===== src/rtl/mac_pkg.sv =====
// ---------------------------------------------------------------------------
// mac_pkg
// Shared constants and types for the MAC-array datapath: lane count, partial
// sum width, buffer depth, the row/destination address width used by both the
// controller and the output accumulation buffer, and the buffer FSM states.
// ---------------------------------------------------------------------------
package mac_pkg;

    localparam int LANES  = 4;
    localparam int ACC_W  = 20;
    localparam int DEPTH  = 16;
    localparam int ADDR_W = 4;
    localparam int ROW_W  = LANES * ACC_W;

    typedef logic [ROW_W-1:0]  row_t;
    typedef logic [ADDR_W-1:0] addr_t;

    typedef enum logic [1:0] {
        IDLE  = 2'd0,
        CLEAR = 2'd1,
        ACCUM = 2'd2,
        DONE  = 2'd3
    } state_t;

    // Assemble a row from individual lanes; lane 0 sits in the low bits.
    function automatic row_t pack_row(input logic [ACC_W-1:0] l0,
                                      input logic [ACC_W-1:0] l1,
                                      input logic [ACC_W-1:0] l2,
                                      input logic [ACC_W-1:0] l3);
        return {l3, l2, l1, l0};
    endfunction

endpackage


===== src/rtl/oacc_lane.sv =====
// ---------------------------------------------------------------------------
// oacc_lane
// One lane of the output accumulation datapath: chooses the stored operand
// (forwarded in-flight result or value read from memory), then either
// overwrites it with the incoming partial sum or adds the two.
//
// Build option: OUT_SAT_EN -- when defined the add saturates to the signed
// ACC_W range and reports saturation on sat; otherwise it wraps and the sat
// port does not exist.
//
// Ports
//   acc       in   1      1 = accumulate, 0 = overwrite
//   in_data   in   ACC_W  incoming signed partial sum
//   mem_data  in   ACC_W  stored value read from the buffer
//   fwd_en    in   1      use fwd_data instead of mem_data
//   fwd_data  in   ACC_W  result of the previous row still in flight
//   res       out  ACC_W  value to write back
//   sat       out  1      saturation occurred (OUT_SAT_EN only)
// ---------------------------------------------------------------------------
module oacc_lane
    import mac_pkg::*;
(
    input  logic             acc,
    input  logic [ACC_W-1:0] in_data,
    input  logic [ACC_W-1:0] mem_data,
    input  logic             fwd_en,
    input  logic [ACC_W-1:0] fwd_data,
    output logic [ACC_W-1:0] res
`ifdef OUT_SAT_EN
    ,
    output logic             sat
`endif
);

    logic [ACC_W-1:0] base;

    assign base = fwd_en ? fwd_data : mem_data;

`ifdef OUT_SAT_EN
    localparam logic [ACC_W-1:0] ACC_MAX = {1'b0, {(ACC_W-1){1'b1}}};
    localparam logic [ACC_W-1:0] ACC_MIN = {1'b1, {(ACC_W-1){1'b0}}};

    logic [ACC_W:0] sum_full;

    always_comb begin
        sum_full = {base[ACC_W-1], base} + {in_data[ACC_W-1], in_data};
        sat      = 1'b0;
        res      = in_data;
        if (acc) begin
            // Top two bits disagree only when the signed result left range.
            if (sum_full[ACC_W] != sum_full[ACC_W-1]) begin
                sat = 1'b1;
                res = sum_full[ACC_W] ? ACC_MIN : ACC_MAX;
            end else begin
                res = sum_full[ACC_W-1:0];
            end
        end
    end
`else
    always_comb begin
        res = acc ? (base + in_data) : in_data;
    end
`endif

endmodule


===== src/rtl/out_accum_buf.sv =====
// ---------------------------------------------------------------------------
// out_accum_buf
// Output accumulation buffer behind the MAC-array controller. Rows of LANES
// signed partial sums are written to row ODst, either overwriting or adding
// to the stored row, then the finished DEPTH x LANES result is read out by
// the host side.
//
// Pipeline: S1 registers the incoming row and the stored operand, S2
// registers the computed result, which is written to memory the next edge.
// Two forwarding points keep full rate with no stalls: the S1 read takes the
// S2 result if that row is being written in the same cycle, and the S2
// compute takes the S2 result when the previous row targets the same ODst.
//
// Build option: OUT_SAT_EN -- saturating lane adds and sticky Ovf flag;
// when undefined adds wrap and Ovf is constant 0.
//
// Ports
//   CLK      in   1      clock, rising edge
//   RST      in   1      asynchronous active-high reset
//   Clear    in   1      zero all rows, then accept rows (ACCUM)
//   InValid  in   1      input row valid
//   InReady  out  1      row accepted this cycle when InValid
//   InData   in   ROW_W  lane k at [k*ACC_W +: ACC_W]
//   ODst     in   4      destination row
//   Acc      in   1      1 = add to stored row, 0 = overwrite
//   Last     in   1      final row of the operation
//   Done     out  1      one-cycle pulse after the Last row is written
//   RdEn     in   1      read request (IDLE/DONE only)
//   RdAddr   in   4      read row
//   RdValid  out  1      RdData valid, one cycle after RdEn
//   RdData   out  ROW_W  read row, holds between reads
//   Busy     out  1      high in CLEAR and ACCUM
//   Ovf      out  1      sticky saturation flag
// ---------------------------------------------------------------------------
module out_accum_buf
    import mac_pkg::*;
(
    input  logic              CLK,
    input  logic              RST,
    input  logic              Clear,
    input  logic              InValid,
    output logic              InReady,
    input  logic [ROW_W-1:0]  InData,
    input  logic [ADDR_W-1:0] ODst,
    input  logic              Acc,
    input  logic              Last,
    output logic              Done,
    input  logic              RdEn,
    input  logic [ADDR_W-1:0] RdAddr,
    output logic              RdValid,
    output logic [ROW_W-1:0]  RdData,
    output logic              Busy,
    output logic              Ovf
);

    state_t state;
    addr_t  clr_addr;
    logic   last_pend;

    row_t   mem [DEPTH];

    logic   s1_valid;
    logic   s1_acc;
    logic   s1_last;
    addr_t  s1_dst;
    row_t   s1_data;
    row_t   s1_mem;

    logic   s2_valid;
    logic   s2_last;
    addr_t  s2_dst;
    row_t   s2_res;

    logic   wb_last;

    logic   accept;
    logic   fwd_s1;
    logic   fwd_s2;
    row_t   lane_res;

    assign InReady = (state == ACCUM) && !last_pend;
    assign accept  = InValid && InReady && !Clear;
    assign fwd_s1  = s2_valid && (s2_dst == ODst);
    assign fwd_s2  = s2_valid && (s2_dst == s1_dst);

`ifdef OUT_SAT_EN
    logic [LANES-1:0] lane_sat;
`endif

    for (genvar k = 0; k < LANES; k++) begin : g_lane
        oacc_lane u_lane (
            .acc      (s1_acc),
            .in_data  (s1_data[k*ACC_W +: ACC_W]),
            .mem_data (s1_mem[k*ACC_W +: ACC_W]),
            .fwd_en   (fwd_s2),
            .fwd_data (s2_res[k*ACC_W +: ACC_W]),
            .res      (lane_res[k*ACC_W +: ACC_W])
`ifdef OUT_SAT_EN
            ,
            .sat      (lane_sat[k])
`endif
        );
    end

    // Row storage: the clear walk and the S2 write-back never overlap, since
    // Clear flushes the pipeline. A write-back coinciding with Clear is dropped.
    always_ff @(posedge CLK) begin
        if (state == CLEAR) begin
            mem[clr_addr] <= '0;
        end else if (s2_valid && !Clear) begin
            mem[s2_dst] <= s2_res;
        end
    end

    always_ff @(posedge CLK or posedge RST) begin
        if (RST) begin
            state     <= IDLE;
            clr_addr  <= '0;
            last_pend <= 1'b0;
            Done      <= 1'b0;
            Busy      <= 1'b0;
            RdValid   <= 1'b0;
            RdData    <= '0;
            s1_valid  <= 1'b0;
            s1_acc    <= 1'b0;
            s1_last   <= 1'b0;
            s1_dst    <= '0;
            s1_data   <= '0;
            s1_mem    <= '0;
            s2_valid  <= 1'b0;
            s2_last   <= 1'b0;
            s2_dst    <= '0;
            s2_res    <= '0;
            wb_last   <= 1'b0;
        end else begin
            Done    <= 1'b0;
            RdValid <= 1'b0;

            // S1: capture row and stored operand.
            s1_valid <= accept;
            if (accept) begin
                s1_acc  <= Acc;
                s1_last <= Last;
                s1_dst  <= ODst;
                s1_data <= InData;
                s1_mem  <= fwd_s1 ? s2_res : mem[ODst];
            end

            // S2: register the lane results for write-back.
            s2_valid <= s1_valid && !Clear;
            if (s1_valid) begin
                s2_last <= s1_last;
                s2_dst  <= s1_dst;
                s2_res  <= lane_res;
            end

            wb_last <= s2_valid && s2_last && !Clear;

            if (Clear) begin
                state     <= CLEAR;
                clr_addr  <= '0;
                last_pend <= 1'b0;
                Busy      <= 1'b1;
            end else begin
                case (state)
                    IDLE: begin
                        if (RdEn) begin
                            RdData  <= mem[RdAddr];
                            RdValid <= 1'b1;
                        end
                    end
                    CLEAR: begin
                        clr_addr <= clr_addr + 1'b1;
                        if (clr_addr == ADDR_W'(DEPTH - 1)) begin
                            state <= ACCUM;
                        end
                    end
                    ACCUM: begin
                        if (accept && Last) begin
                            last_pend <= 1'b1;
                        end
                        if (wb_last) begin
                            state     <= DONE;
                            Done      <= 1'b1;
                            Busy      <= 1'b0;
                            last_pend <= 1'b0;
                        end
                    end
                    DONE: begin
                        state <= IDLE;
                        if (RdEn) begin
                            RdData  <= mem[RdAddr];
                            RdValid <= 1'b1;
                        end
                    end
                    default: state <= IDLE;
                endcase
            end
        end
    end

`ifdef OUT_SAT_EN
    always_ff @(posedge CLK or posedge RST) begin
        if (RST) begin
            Ovf <= 1'b0;
        end else if (Clear) begin
            Ovf <= 1'b0;
        end else if (s1_valid && (|lane_sat)) begin
            Ovf <= 1'b1;
        end
    end
`else
    assign Ovf = 1'b0;
`endif

endmodule

===== config.mk =====
export PLATFORM = sky130hd
export DESIGN_NAME = out_accum_buf
export DESIGN_NICKNAME = d
export VERILOG_FILES = /design/src/rtl/mac_pkg.sv /design/src/rtl/oacc_lane.sv /design/src/rtl/out_accum_buf.sv
export SDC_FILE = /design/constraint.sdc
export NUM_CORES = 2
export LEC_CHECK = 0
export BUFFER_PORTS_ARGS = -buffer_cell sky130_fd_sc_hd__buf_2
export CORE_ASPECT_RATIO = 1.4
export CORE_MARGIN = 5
export CORE_UTILIZATION = 45
export CTS_BUF_LIST = sky130_fd_sc_hd__clkbuf_4
export DETAILED_ROUTE_END_ITERATION = 7
export PLACE_DENSITY = 0.57
export SLEW_MARGIN = 20
export SYNTH_ARGS = -nofsm -noshare
export SYNTH_HDL_FRONTEND = slang
export SYNTH_SLANG_ARGS = --single-unit

===== constraint.sdc =====
create_clock -name CLK -period 13.8 [get_ports CLK]
set_input_delay 2.76 -clock CLK [delete_from_list [all_inputs] [get_ports CLK]]
set_output_delay 2.76 -clock CLK [all_outputs]
set_load 0.02 [all_outputs]

---- Yosys cells after proc, flatten, opt, wreduce, memory -nomap -nowiden ----
Memories as Yosys holds them, arrays and structs flattened. A register that Yosys moved wholly into a read port is not among the register bits.
Cells that the tools add are included.
storage, ports and cells
  output and inout port bits .............. 85
  bits in latches ......................... 0
  bits of input ports ..................... 95
  bits in read-only memories .............. 0
  flip-flop bits (word level) ............. 184
  logic and storage cells ................. 88
  RAM bits ................................ 1280
  memories kept ........................... 1
memories
  memory  words  width  rd ports  clocked after memory_dff  write ports  RTL line             text
  mem     16     80     2         2                         1            out_accum_buf.sv:60  row_t mem [DEPTH];
operators by class
  mux-type cells .......................... 35
  multiply operators ...................... 0
  $lt $le $gt $ge ......................... 0
  shift operators ......................... 0
  add/subtract/negate cells ............... 5
  eq/ne operators ......................... 7
  divide/modulo/power cells ............... 0
  reductions and logical operators ........ 23
  bitwise operators ....................... 1
operators with widths
  kind                                                                     number
  20-bit 2-to-1 mux                                                        8
  20-bit adder                                                             4
  80-bit 2-to-1 mux                                                        1
  80-bit OR reduction                                                      1
  1-bit 2-to-1 mux                                                         19
  4-bit 2-to-1 mux                                                         3
  1-bit logical AND                                                        9
  2-bit 2-to-1 mux                                                         3
  2-bit case mux with 3 select lines                                       1
  3-bit AND reduction                                                      2
  2-bit nonzero test                                                       3
  4-bit by 1-bit adder with 4-bit output, second input constant            1
  2-bit == test, second input constant                                     2
  4-bit == test                                                            1
  4-bit == test, second input constant                                     1
  2-bit AND reduction                                                      2
  4-bit nonzero test                                                       1
  3-bit by 2-bit inequality test with 1-bit output, second input constant  1
  3-bit inequality test, second input constant                             1
  3-bit nonzero test                                                       1
  2-bit by 1-bit == test with 1-bit output, second input constant          1
  1-bit zero test                                                          2
  2-bit zero test                                                          1
  2-bit OR reduction                                                       1
  1-bit NOT                                                                1

---- Depth between registers and ports, before layout ----
  depth in word-level cells ............... 9
  gate-level depth with buffers ........... 17

---- Hierarchy ----
From an unflattened synthesis, not the netlist that was laid out.
unflattened totals
  cell total of the unflattened synthesis .. 4449
  area total of the unflattened synthesis .. 77783.4 sq um
by module, submodules not included
  module                            area each (sq um)  sequential area each (sq um)  cells each  instances
  out_accum_buf                     71467.3            47045.1                       3635        1
  oacc_lane (g_lane[0].u_lane ...)  1468.9             0.0                           183         2
  oacc_lane (g_lane[2].u_lane)      1714.1             0.0                           223         1
  oacc_lane (g_lane[3].u_lane)      1664.1             0.0                           225         1

---- Worst setup path after synthesis ----
Ideal clock, no wire load.
  path kind ............................... input -> register
  start point ............................. input port Clear
  end point ............................... memory mem[2][0] in the netlist's numbering, enable pin
  arrival ................................. 7.356 ns
  setup time .............................. 0.519 ns
  cell stages on the path ................. 6
  slack ................................... 5.925 ns
  path through ............................ buf_2 -> nor3b_2 -> clkbuf_1 -> clkbuf_1 -> a31oi_1 -> nor2_1
on the way
  longest elaborated chain between the ends .. 7
  elaborated cells between the ends (all ways) .. 8
  those cells by class .................... mux (5); reduce/logical (3)
ends and longest elaborated chain
  element                                                         RTL line              text
  start, declared                                                 out_accum_buf.sv:40   input logic Clear,
  1-bit zero test *                                               out_accum_buf.sv:110  end else if (s2_valid && !Clear) begin
  1-bit logical AND *                                             out_accum_buf.sv:110
  1-bit 2-to-1 mux *                                              out_accum_buf.sv:110
  1-bit 2-to-1 mux *                                              out_accum_buf.sv:108  if (state == CLEAR) begin
  1-bit 2-to-1 mux (implied by the code) *                        out_accum_buf.sv:111  mem[s2_dst] <= s2_res;
  80-bit OR reduction (no line)                                   -
  4-bit 2-to-1 mux (no line) or 1-bit 2-to-1 mux (tied branches)  -
  end, declared                                                   out_accum_buf.sv:60
Mark *: on every way between the ends. The rest lies on a longest branch, timed or not.

---- Worst setup path in the final report ----
  start point ............................. input port Clear
  end point ............................... memory mem[15][73] in the netlist's numbering, enable pin
The elaborated chain is that of the path after synthesis.

==> metrics.md <==
| Metric | Value |
|---|---|
| Status | `complete, no violations` |
| Period utilization | `between 40% and 50%` |
| PostCTS Resize Cnt | `0` |
| MaxCap Viol Count | `0` |
| Dpl hpwl | `118700 um` |
| Adder-cell share of the synthesized area | `under 10%` |
| Vias per std cell | `6.098` |
| Final nets | `4799` |
| FMAX | `0.1765 GHz` |
| Design Power | `~14 mW` |
| TNS Setup | `0 ps` |
| Clock sink total | `1624` |
| Type of the most critical hold path | `reg2reg` |
| RSZ-0062 raised after global routing | `false` |
| RePlAce Congestion | `between 0.7 and 0.8` |
| Post-synth cell types | `73` |
| Post-synthesis compound-gate area fraction | `2.987%` |
| Initial antenna violation count | `7` |
| Crit path cell chain | `buf_2 -> nor3b_4 -> buf_4 -> a31oi_1 -> nor2_4 -> buf_4 -> buf_4` |
| CP peak stage delay | `950 ps` |
| CTS H-tree lvls | `5` |
| Total CTS buffers | `~420` |
| Post-DR wirelength/cell | `30.40 um` |
| Postcts setup bufs | `0` |
| CP max stage cell | `nor2_4` |
| Number of synthesized flops with an enable pin | `1280` |
| First-pass GRT wire length | `318100 um` |
| Startpoint types | `input pin` |
| R2r setup slk | `8530 ps` |
| Worst path most repeated cell | `buf_4` |
| Initial DRC count | `3751` |
| Leakage | `31.81 nW` |
| Synth Area in XOR/XNOR | `0.8477%` |
| Levels on crit path | `7` |
| Max-slew violations | `0` |
| Critical Path Fanout Max | `39` |
| Initial core utilization | `45.10%` |
| Worst skew pair latency | `1390 ps` |
| Num rows | `179` |
| Setup CP Type | `in2reg` |
| CP Capture Type | `flip-flop` |
| Area Overhead vs Synth | `11.52%` |
| Main flop type after synthesis | `edfxtp_1` |
| Post-route clock skew | `110.4 ps` |
| DIE AREA | `178400 um^2` |
| Power density cells | `169.3 nW/um^2` |
| Area of the core | `169500 um^2` |
| Hold Buf Count CTS | `0` |
| Final hold vios | `0` |
| Grt ovf | `0` |
| Maximum clock insertion buffer count | `4` |
| Drt pass-1 iters | `5` |
| Min Tclk post-route | `around 5700 ps` |
| Die W | `358.4 um` |
| IO buf count | `178` |
| Most frequent cells in the layout | `1280 x edfxtp_1, 800 x mux4_2, 617 x clkbuf_4, 342 x dfrtp_1, 288 x nand2_1` |
| Worst-path clk slew | `60 ps` |
| FF-to-FF path depth | `15` |
| CTS tree | `built` |
| Die height | `497.7 um` |
| Final number of setup-violating endpoints | `0` |
| Drt total wl | `roughly 220000 um` |
| Commonest non-fill, non-tap cell in the layout | `edfxtp_1` |
| Fraction of registers with async set/reset | `21.18%` |
| DRT antenna net count | `0` |
| Post-route DRC | `0` |
| Routed vias | `44070` |
| Largest family of logic cells by synthesized area | `multiplexers` |
| Worst path required time | `14740 ps` |
| Worst-Margin Slew | `between 1000 and 1500 ps` |
| #FFs+latches synth | `1624` |
| Syn_nets | `4397` |
| Synthesized area per cell | `18.13 um^2` |
| Worst hold path stage count | `2` |
| Post-synthesis cell area | `76460 um^2` |
| Clock root cell | `clkbuf_4` |
| Seq/Total Area, Yosys | `~62%` |
| # IOs | `180` |
| Worst Path Buf+Inv | `4` |
| Finished Layout Cells | `7226` |
| Gr usage total | `between 20% and 30%` |
| Fraction of final layout cells sized beyond drive strength 1 | `38.85%` |
| Worst Path Arrival | `6610 ps` |
| Vias in the first global route | `46890` |
| Number of instances in the placed design | `6460` |
| Yosys Warn Count | `0` |
| Worst slew margin | `roughly a quarter` |
| Mux contribution to synthesized area | `27.70%` |
| Largest net degree at the start of global routing | `141` |
| Post-synthesis simple-gate area fraction | `3.839%` |
| Worst vdd ir | `0.1133 mV` |
| Crit-path leading delay family | `buffers and inverters` |
| Synthesized instance count | `4218` |
path summary, 6_finish.rpt:
path	from	end
max	Clear	mem[15][73]
min	RdData[40]	RdData[40]
max reg2reg	s2_dst[3]	s2_res[36]
min reg2reg	RdData[40]	RdData[40]
max in group asynchronous	RST	s1_data[11]
min in group asynchronous	RST	s1_data[47]
state kept, by name, indices dropped and copies added, names as in the netlist:
register   count
s1_dst         4
s1_mem        80
s1_last        1
last_pend      1
s2_res        80
s1_valid       1
s2_valid       1
Busy           1
clr_addr       4
s2_last        1
state          2
RdValid        1
s1_acc         1
RdData        80
wb_last        1
Done           1
s1_data       80
s2_dst         4
mem         1280
stage by stage:
| stage | cell area (um^2) | setup slack (ps) | util (%) | hold slack, ps |
|---|---|---|---|---|
| after global routing | 85260 | 8232 | 50.29 | 486.3 |
| after detailed placement | 79940 | 6831 | 47.15 | 456.9 |
| final | 85270 | 8135 | 50.29 | 466.4 |
| after CTS | 85210 | 8314 | 50.26 | 473.9 |
| after global placement | 79940 | 6834 | 47.15 | 454.0 |
| after floorplan | 76460 | 1503 | - | 458.8 |
per-layer routing:
metal / global-route usage, % / wire length (um) / vias up
met5: 0 / 0 / -
li1: - / - / 18360
met3: 5.493 / 17020 / 341
met2: 41.24 / 109800 / 1727
met4: 6.896 / 5148 / 0
met1: 33.36 / 87770 / 23640
worst register-to-register path, delay by kind of cell (launching register included):
family / cells / cell delay [ps]
buffers and inverters: 2 / 1030
XOR/XNOR: 1 / 210
AND/OR/NAND/NOR: 2 / 550
adder cells (fa/ha/maj): 1 / 330
flip-flops: 1 / 450
multiplexers: 1 / 450
AO/OA/AOI/OAI: 8 / 2100
synth_stat cells, types with 11 or more instances:
cell	number	area share, %
nor2_1	203	1.0
and2_1	84	0.69
a21oi_1	194	1.3
xor2_1	23	0.26
o21ai_0	45	0.29
inv_1	17	0.083
ha_1	80	1.3
a21o_1	32	0.31
clkbuf_1	190	0.93
o21bai_1	11	0.11
buf_2	60	0.39
nand2b_1	11	0.090
mux4_2	800	24
a211oi_1	15	0.15
mux2i_1	130	1.7
a22oi_1	13	0.13
buf_1	26	0.13
mux2_2	165	2.4
a31oi_1	15	0.12
edfxtp_1	1280	50
nor2b_1	12	0.098
nand2_1	289	1.4
nor3_1	17	0.11
xnor2_1	51	0.58
dfrtp_1	344	11
cells by family after synthesis:
kind of cell | count (synthesis)
AOI/OAI and AO/OA | 371
xor gates and xnor gates | 74
adders and majority gates | 84
buffers and inverters | 305
DFF | 1624
muxes | 1095
other | 1
and+or+nand+nor | 664
power breakdown:
| group | internal [mW] | switching, mW |
|---|---|---|
| clock network | 2.11 | 2.01 |
| registers | 5.93 | 0.561 |
| logic | 1.67 | 2.15 |
| total | 9.71 | 4.72 |
final cells by class:
cell class,count,area [um^2]
Multi-Input combinational cell,2289,28270
Fill cell,14280,84280
Clock inverter,136,631.9
Timing Repair Buffer,266,1729
Antenna cell,12,30.03
Sequential cell,1624,47050
Tap cell,2262,2830
Clock buffer,617,4632
Inverter,20,85.08
Power figures use the tool's default switching activity.
